<file path="config.mk">
export PLATFORM = sky130hd
export DESIGN_NAME = alu_mode_sequencer
export DESIGN_NICKNAME = d
export VERILOG_FILES = /design/src/rtl/alu_mode_sequencer.sv
export SDC_FILE = /design/constraint.sdc
export NUM_CORES = 1
export LEC_CHECK = 0
export ABC_AREA = 1
export ABC_CLOCK_PERIOD_IN_PS = 5180
export CORE_MARGIN = 8
export CORE_UTILIZATION = 43
export CTS_CLUSTER_DIAMETER = 50
export CTS_CLUSTER_SIZE = 24
export DETAILED_ROUTE_END_ITERATION = 16
export GPL_TIMING_DRIVEN = 1
export PLACE_DENSITY = 0.64
export SLEW_MARGIN = 20
export SYNTH_ARGS = -nofsm -noshare
export SYNTH_HDL_FRONTEND = slang
export SYNTH_SLANG_ARGS = --single-unit
</file>
<file path="constraint.sdc">
create_clock -name clk -period 5.18 [get_ports clk]
set_clock_uncertainty 0.1 [all_clocks]
set_input_delay 0.777 -clock clk [delete_from_list [all_inputs] [get_ports clk]]
set_output_delay 0.777 -clock clk [all_outputs]
set_load 0.005 [all_outputs]
</file>
<file path="src/rtl/alu_mode_sequencer.sv">
// Purpose: sweeps a 4-bit ALU through all 16 operation modes for one latched
// operand set, holds each mode for a settle window, captures {cout, result}
// into a 16-entry result file and offers a registered readback port.
// Supports free-run sweeps and single-step sweeps.
//
// Ports:
//   clk, rst            clock, synchronous active-high reset
//   start               begin a sweep (honoured only when idle or done)
//   step_en, step       pause after each capture / advance one mode
//   op_a, op_b, op_cin  operands latched at start
//   alu_result, alu_cout  ALU response for the current mode
//   mode_d, mode_ss     ALU operation select and its MSB (registered together)
//   alu_a, alu_b, alu_cin  operands driven to the ALU
//   busy, done          sweep in progress / sweep complete (sticky)
//   rd_addr, rd_data    result-file read, 1-cycle latency
module alu_mode_sequencer #(
  parameter int unsigned W             = 4,
  parameter int unsigned SETTLE_CYCLES = 2
) (
  input  logic         clk,
  input  logic         rst,
  input  logic         start,
  input  logic         step_en,
  input  logic         step,
  input  logic [W-1:0] op_a,
  input  logic [W-1:0] op_b,
  input  logic         op_cin,
  input  logic [W-1:0] alu_result,
  input  logic         alu_cout,
  output logic [3:0]   mode_d,
  output logic         mode_ss,
  output logic [W-1:0] alu_a,
  output logic [W-1:0] alu_b,
  output logic         alu_cin,
  output logic         busy,
  output logic         done,
  input  logic [3:0]   rd_addr,
  output logic [W:0]   rd_data
);

  localparam int unsigned CNT_W   = 4;
  localparam int unsigned MODE_W  = 4;
  localparam int unsigned ENTRIES = 16;

  typedef enum logic [1:0] {
    IDLE,
    SETTLE,
    WAIT_STEP,
    DONE
  } state_t;

  state_t              state_q;
  state_t              state_d;
  logic [CNT_W-1:0]    cnt_q;
  logic [CNT_W-1:0]    cnt_nxt;
  logic [MODE_W-1:0]   mode_nxt;
  logic [W-1:0]        a_nxt;
  logic [W-1:0]        b_nxt;
  logic                cin_nxt;
  logic                busy_nxt;
  logic                done_nxt;
  logic                cap_en_c;
  logic [W:0]          mem [ENTRIES];

  // Next-state and next-output decode.
  always_comb begin
    state_d  = state_q;
    cnt_nxt  = cnt_q;
    mode_nxt = mode_d;
    a_nxt    = alu_a;
    b_nxt    = alu_b;
    cin_nxt  = alu_cin;
    busy_nxt = busy;
    done_nxt = done;
    cap_en_c = 1'b0;

    case (state_q)
      IDLE, DONE: begin
        if (start) begin
          a_nxt    = op_a;
          b_nxt    = op_b;
          cin_nxt  = op_cin;
          mode_nxt = '0;
          cnt_nxt  = '0;
          busy_nxt = 1'b1;
          done_nxt = 1'b0;
          state_d  = SETTLE;
        end
      end
      SETTLE: begin
        cnt_nxt = cnt_q + CNT_W'(1);
        // Last cycle of the settle window: capture, then decide where to go.
        if (cnt_q == CNT_W'(SETTLE_CYCLES - 1)) begin
          cap_en_c = 1'b1;
          if (mode_d == MODE_W'(ENTRIES - 1)) begin
            busy_nxt = 1'b0;
            done_nxt = 1'b1;
            state_d  = DONE;
          end else if (step_en) begin
            state_d = WAIT_STEP;
          end else begin
            mode_nxt = mode_d + MODE_W'(1);
            cnt_nxt  = '0;
          end
        end
      end
      WAIT_STEP: begin
        if (step) begin
          mode_nxt = mode_d + MODE_W'(1);
          cnt_nxt  = '0;
          state_d  = SETTLE;
        end
      end
      default: state_d = IDLE;
    endcase
  end

  // State and output registers.
  always_ff @(posedge clk) begin
    if (rst) begin
      state_q <= IDLE;
      cnt_q   <= '0;
      mode_d  <= '0;
      mode_ss <= 1'b0;
      alu_a   <= '0;
      alu_b   <= '0;
      alu_cin <= 1'b0;
      busy    <= 1'b0;
      done    <= 1'b0;
    end else begin
      state_q <= state_d;
      cnt_q   <= cnt_nxt;
      mode_d  <= mode_nxt;
      mode_ss <= mode_nxt[MODE_W-1];
      alu_a   <= a_nxt;
      alu_b   <= b_nxt;
      alu_cin <= cin_nxt;
      busy    <= busy_nxt;
      done    <= done_nxt;
    end
  end

  // Result file; a read colliding with a capture returns the pre-capture value.
  always_ff @(posedge clk) begin
    if (rst) begin
      for (int i = 0; i < int'(ENTRIES); i++) begin
        mem[i] <= '0;
      end
      rd_data <= '0;
    end else begin
      if (cap_en_c) begin
        mem[mode_d] <= {alu_cout, alu_result};
      end
      rd_data <= mem[rd_addr];
    end
  end

endmodule
</file>
After elaboration in Yosys (flattened, before gate mapping)
Memories as Yosys holds them, arrays and structs flattened. A register that Yosys moved wholly into a read port is not among the register bits.
Index checks and enable logic that the tools add are counted.
Widths: inputs -> output; s select.
- bits in registers: 21
- bits in writable memories: 80
- memories: 1
- add/subtract/negate cells: 2
- equality and inequality tests: 12
- multiplexer cells: 35
- reduce and logical (&&, ||, !) cells: 9
- memory list (memory ; depth ; width ; read ports ; clocked after memory_dff ; wr ports ; RTL line ; text):
    mem ; 16 ; 5 ; 1 ; 1 ; 16 ; 63 ; logic [W:0] mem [ENTRIES];
- operators with widths (kind ; number):
    $mux 4 ; 10
    $pmux 4 s3 ; 2
    $mux 1 ; 14
    $ne 2x2->1 const B ; 6
    $mux 2 ; 5
    $add 4x1->4 const B ; 2
    $reduce_and 4->1 ; 2
    $pmux 2 s3 ; 1
    $mux 5 ; 1
    $reduce_and 5->1 ; 1
    $reduce_or 5->1 ; 1
    $eq 2x2->1 const B ; 2
    $eq 4x1->1 const B ; 1
    $eq 4x4->1 const B ; 1
    $pmux 1 s2 ; 2
    $reduce_and 2->1 ; 2
    $ne 3x3->1 const B ; 1
    $eq 2x1->1 const B ; 1
    $logic_not 2->1 ; 1
    $reduce_bool 2->1 ; 1
    $reduce_or 2->1 ; 1

Depth between registers and ports, before layout
- depth after elaboration: 8
- depth in mapped cells: 9
- mapped depth without buffers: 9

Least setup slack after synthesis
No wires, ideal clock.
- kind: in2reg
- start point: input rst
- end point: memory mem[10][0] in the netlist's numbering (enable)
- arrival time: 1.645 ns
- required time: 4.767 ns
- path slack: 3.122 ns
- cell stages on the path: 6
- buffers on the path: 1
- cell sequence: clkbuf_1 inv_2 nand4_4 nor2_2 nand2_1 nand2_1
- RTL lines (item ; RTL line ; text):
    start, declared ; 21 ; input logic rst,
    end, declared ; 63 ;

==> results <==
- The flow ran to the end, and the final reports show no timing, DRC or antenna violations.
- The core region is 11400 µm².
- Once placement completed, the tool counted placed cells totaling 760.
- The worst pin sits at a relative slew slack of 48.0%.
- In the synthesized netlist, the number of instances is 599.
- The total standard cell area after synthesis is 5030 µm².
- The HPWL after detailed placement is 8030 µm.
- The final max-slew violation count is 0.
- The peak ir drop on the vdd network is 236 µV.
- The final worst hold slack is 0.366 ns.
- The total routing usage reported by global routing is 15.8%.
- Row generation in the floorplan step produced 39 rows.
- The total overflow left after global routing is 0.
- The initial antenna violation count came to 0.
- The data arrival at the endpoint of the critical path is 3.10 ns.
- For this configuration, the core starts out at a cell density of 44.0%.
- The repair_antennas step left the layout with diodes totalling 0.
- The first global-routing pass estimated 18500 µm of wire.
- The total wire length after detailed routing is 11500 µm.
- The die extent in x is 124 µm.
- Setup repair after global routing left no endpoint under its margin.
- Timing would allow up to 0.316 GHz.
- The number of buffers inserted to repair setup after CTS is 0.
- The final weighted congestion in routability-driven placement is 0.840.
- The capturing point of the worst reg2reg path is mem[8][2].
- The worst hold path was traced through 2 stages.
- The filler cells instantiated in the layout total 1079.
- The startpoint class of the critical path is a primary input.
- After routing, the total negative slack on setup checks comes to 0 ns.
- The worst hold path begins at done.
- The clock latency reported for the late side of the worst-skew pair is 0.34 ns.
- In this run the vertical extent of the chip is 124 µm.
- The count of final hold-check violations is 0.
- The distinct cell type count after synthesis is 23.
- The overall die area is 15400 µm².
- In the final layout, the share of cells above drive strength 1 is 3.79%.
- The tightest min-delay check is of the register to register type.
- The count of nets left with antenna violations once routing finished came out at 0.
- The tree is rooted in a sky130_fd_sc_hd__clkbuf_16.
- The total number of vias is 3898.
- The register-to-register path setup slack is 3.07 ns.
- Sequential elements use 58.1% of the synthesized area.
- The post-synthesis register bit count is 106.
- In this run the number of H-tree levels came out at 3.
- Summing all flip-flop and latch instances after layout gives 2920 µm².
- Entering global routing, the biggest net connects 42 pins.
- The endpoint of the worst hold-timing path is done.
- The wire length per cell is 14.9 µm.
- In the final layout, the multi-input gates occupy 1730 µm².
- The maximum buffer depth of the clock tree is 2.
- The detailed-route DRC error count is 0.
- The number of nets handed over by synthesis was 630.
- After clock tree synthesis, the repair step resized 0 gates.
- TritonCTS created 9 clock buffers.
- Net switching is 28.8% of the power.
- The leakage power summed over all cells is 0.00250 µW.
- The share of total power dissipated in sequential elements is 47.6%.
- Per report_power, the clock group accounts for 30.2% of the total.
- The logic gate share of total power is 22.2%.
- The final setup violation count is 0.
- The count of buffers from port buffering is 43.
- The smallest clock period supported by the final layout is computed as 3.17 ns.
- In this run the critical register-to-register path is launched from state_q[1].
- The met3 track demand over resource is 3.45%.
- The power per unit of standard cell area is 373 nW/µm².
- Using the TritonRoute via totals, the vias-per-cell ratio works out to 5.02.
- After the last flow step, the layout net total stands at 659.
- In this run the mean area of a mapped cell was 8.40 µm².
- In this run the power spent charging and discharging nets is 625 µW.
- CTS saw 106 sinks.
- The total iterations of the first detailed-routing run is 6.
- The worst setup path is of the primary input to register kind.
- The path depth of the worst reg2reg path is 6.
- The post-route core utilization is 51.0%.
- The routing layer with the top usage in global route is met2.
- The most common cell after layout, fill and taps aside is sky130_fd_sc_hd__nand2_1.
- The register clock-pin slew on the reported worst setup and hold paths is 0.07 ns.
- The overall power after layout is 2170 µW.
- The total of max-cap violations is 0.
- The sort of element at the end of the critical path is a register.
- During synthesis, Yosys emitted a total of 0 warnings.
- In the layout the commonest cells are sky130_fd_sc_hd__nand2_1 (177), sky130_fd_sc_hd__nor2_1 (107), sky130_fd_sc_hd__edfxtp_1 (80).
- The number of standard cells in the final layout excluding fillers is 776.
- Global routing used 26.2% of the available met2 tracks.
- The first routing iteration left 279 violations.
- For this design, the CTS-stage hold fixing added 0 buffers.
- Compared with the post-synthesis result, the final layout area differs by 15.7%.
- In this run the worst path has a maximum fanout of 28.
- For the pin with the worst max-slew slack, the measured transition is 0.778 ns.
- TritonCTS built the clock tree.
- The data required time of the worst path is 5.11 ns.
- The post-route fraction of the period consumed by the critical path is 61.1%.
- Internal power comes to 1540 µW.
- The number of global-route vias before repair came to 3847.
- The boundary pin count is 44.
- The met1 usage in global routing is 19.0%.
[through the flow]
step           setup WS, ns  area, µm²
2_1_floorplan          3.12       5030
3_3_place_gp           1.68       5530
3_5_place_dp           1.63       5530
4_1_cts                1.99       5820
5_1_grt                1.81       5820
6_report               2.01       5820
[per-layer routing]
| metal | share of wire (%) | vias to the layer above |
|---|---|---|
| met3 | 7.6 | 22 |
| met5 | 0 | - |
| li1 | - | 1959 |
| met4 | 2.2 | 0 |
| met1 | 42 | 1800 |
| met2 | 48 | 117 |
[layout make-up]
type,count,area share [%]
clock buffers,15,4.77
flip-flops and latches,106,50.2
inverters,71,4.58
clock inverters,1,0.150
multi-input cells,396,29.7
well taps,143,3.07
repair buffers,44,7.52
[power by group through the flow]
stage	Clock, µW	Combinational [µW]	Sequential [µW]
2_1_floorplan	0	302	1040
3_3_place_gp	0	481	1050
3_5_place_dp	0	484	1050
4_1_cts	661	488	1030
5_1_grt	693	543	1040
6_report	656	481	1030
[cell families after synthesis]
logic type	share of synthesized area, %
AND/OR/NAND/NOR	28.9
AO/OA/AOI/OAI	3.51
flip-flops	58.1
adder cells (fa/ha/maj)	1.99
buffers and inverters	7.54
[flip-flops by register name, summed over array words and instances, names as in the netlist]
signal   cells
rd_data      5
done         1
alu_a        4
alu_cin      1
cnt_q        4
mem         80
mode_d       4
state_q      2
alu_b        4
busy         1
[synthesized netlist by cell type]
cell	count	area [µm²]
sky130_fd_sc_hd__a21oi_1	17	85.1
sky130_fd_sc_hd__buf_2	9	45.0
sky130_fd_sc_hd__nand4_4	1	21.3
sky130_fd_sc_hd__edfxtp_1	80	2400
sky130_fd_sc_hd__o21ai_0	13	65.1
sky130_fd_sc_hd__nor2_2	4	25.0
sky130_fd_sc_hd__nand3_1	62	310
sky130_fd_sc_hd__clkbuf_1	14	52.6
sky130_fd_sc_hd__dfxtp_1	26	521
sky130_fd_sc_hd__buf_4	1	7.51
sky130_fd_sc_hd__nand4_1	1	6.26
sky130_fd_sc_hd__nor3_1	2	10.0
sky130_fd_sc_hd__clkinv_1	2	7.51
sky130_fd_sc_hd__buf_1	2	7.51
sky130_fd_sc_hd__and3_1	1	6.26
sky130_fd_sc_hd__inv_2	2	7.51
sky130_fd_sc_hd__nand2_1	177	664
sky130_fd_sc_hd__nand2_2	1	6.26
sky130_fd_sc_hd__o211a_1	1	10.0
sky130_fd_sc_hd__ha_1	8	100
sky130_fd_sc_hd__inv_1	67	251
sky130_fd_sc_hd__nor2_1	107	402
sky130_fd_sc_hd__o21ai_4	1	16.3
[critical path, stage by stage]
cell                              delay (ns)
sky130_fd_sc_hd__clkdlybuf4s50_1        0.77
sky130_fd_sc_hd__inv_2                  0.63
sky130_fd_sc_hd__nand4_4                0.19
sky130_fd_sc_hd__nor2_2                 0.29
sky130_fd_sc_hd__nand2_1                0.20
sky130_fd_sc_hd__nand2_1                0.23
[worst max-delay path by stage]
stage / endpoint / from / slack (ns)
after CTS: mem[10][3] / rst / 1.99
after floorplan: mem[10][0] / rst / 3.12
final: mem[8][2] / rst / 2.01
after global placement: mem[0][3] / rst / 1.68
after detailed placement: mem[10][0] / rst / 1.63
after global routing: mem[8][4] / rst / 1.81
(Power assumes the default switching activity.)
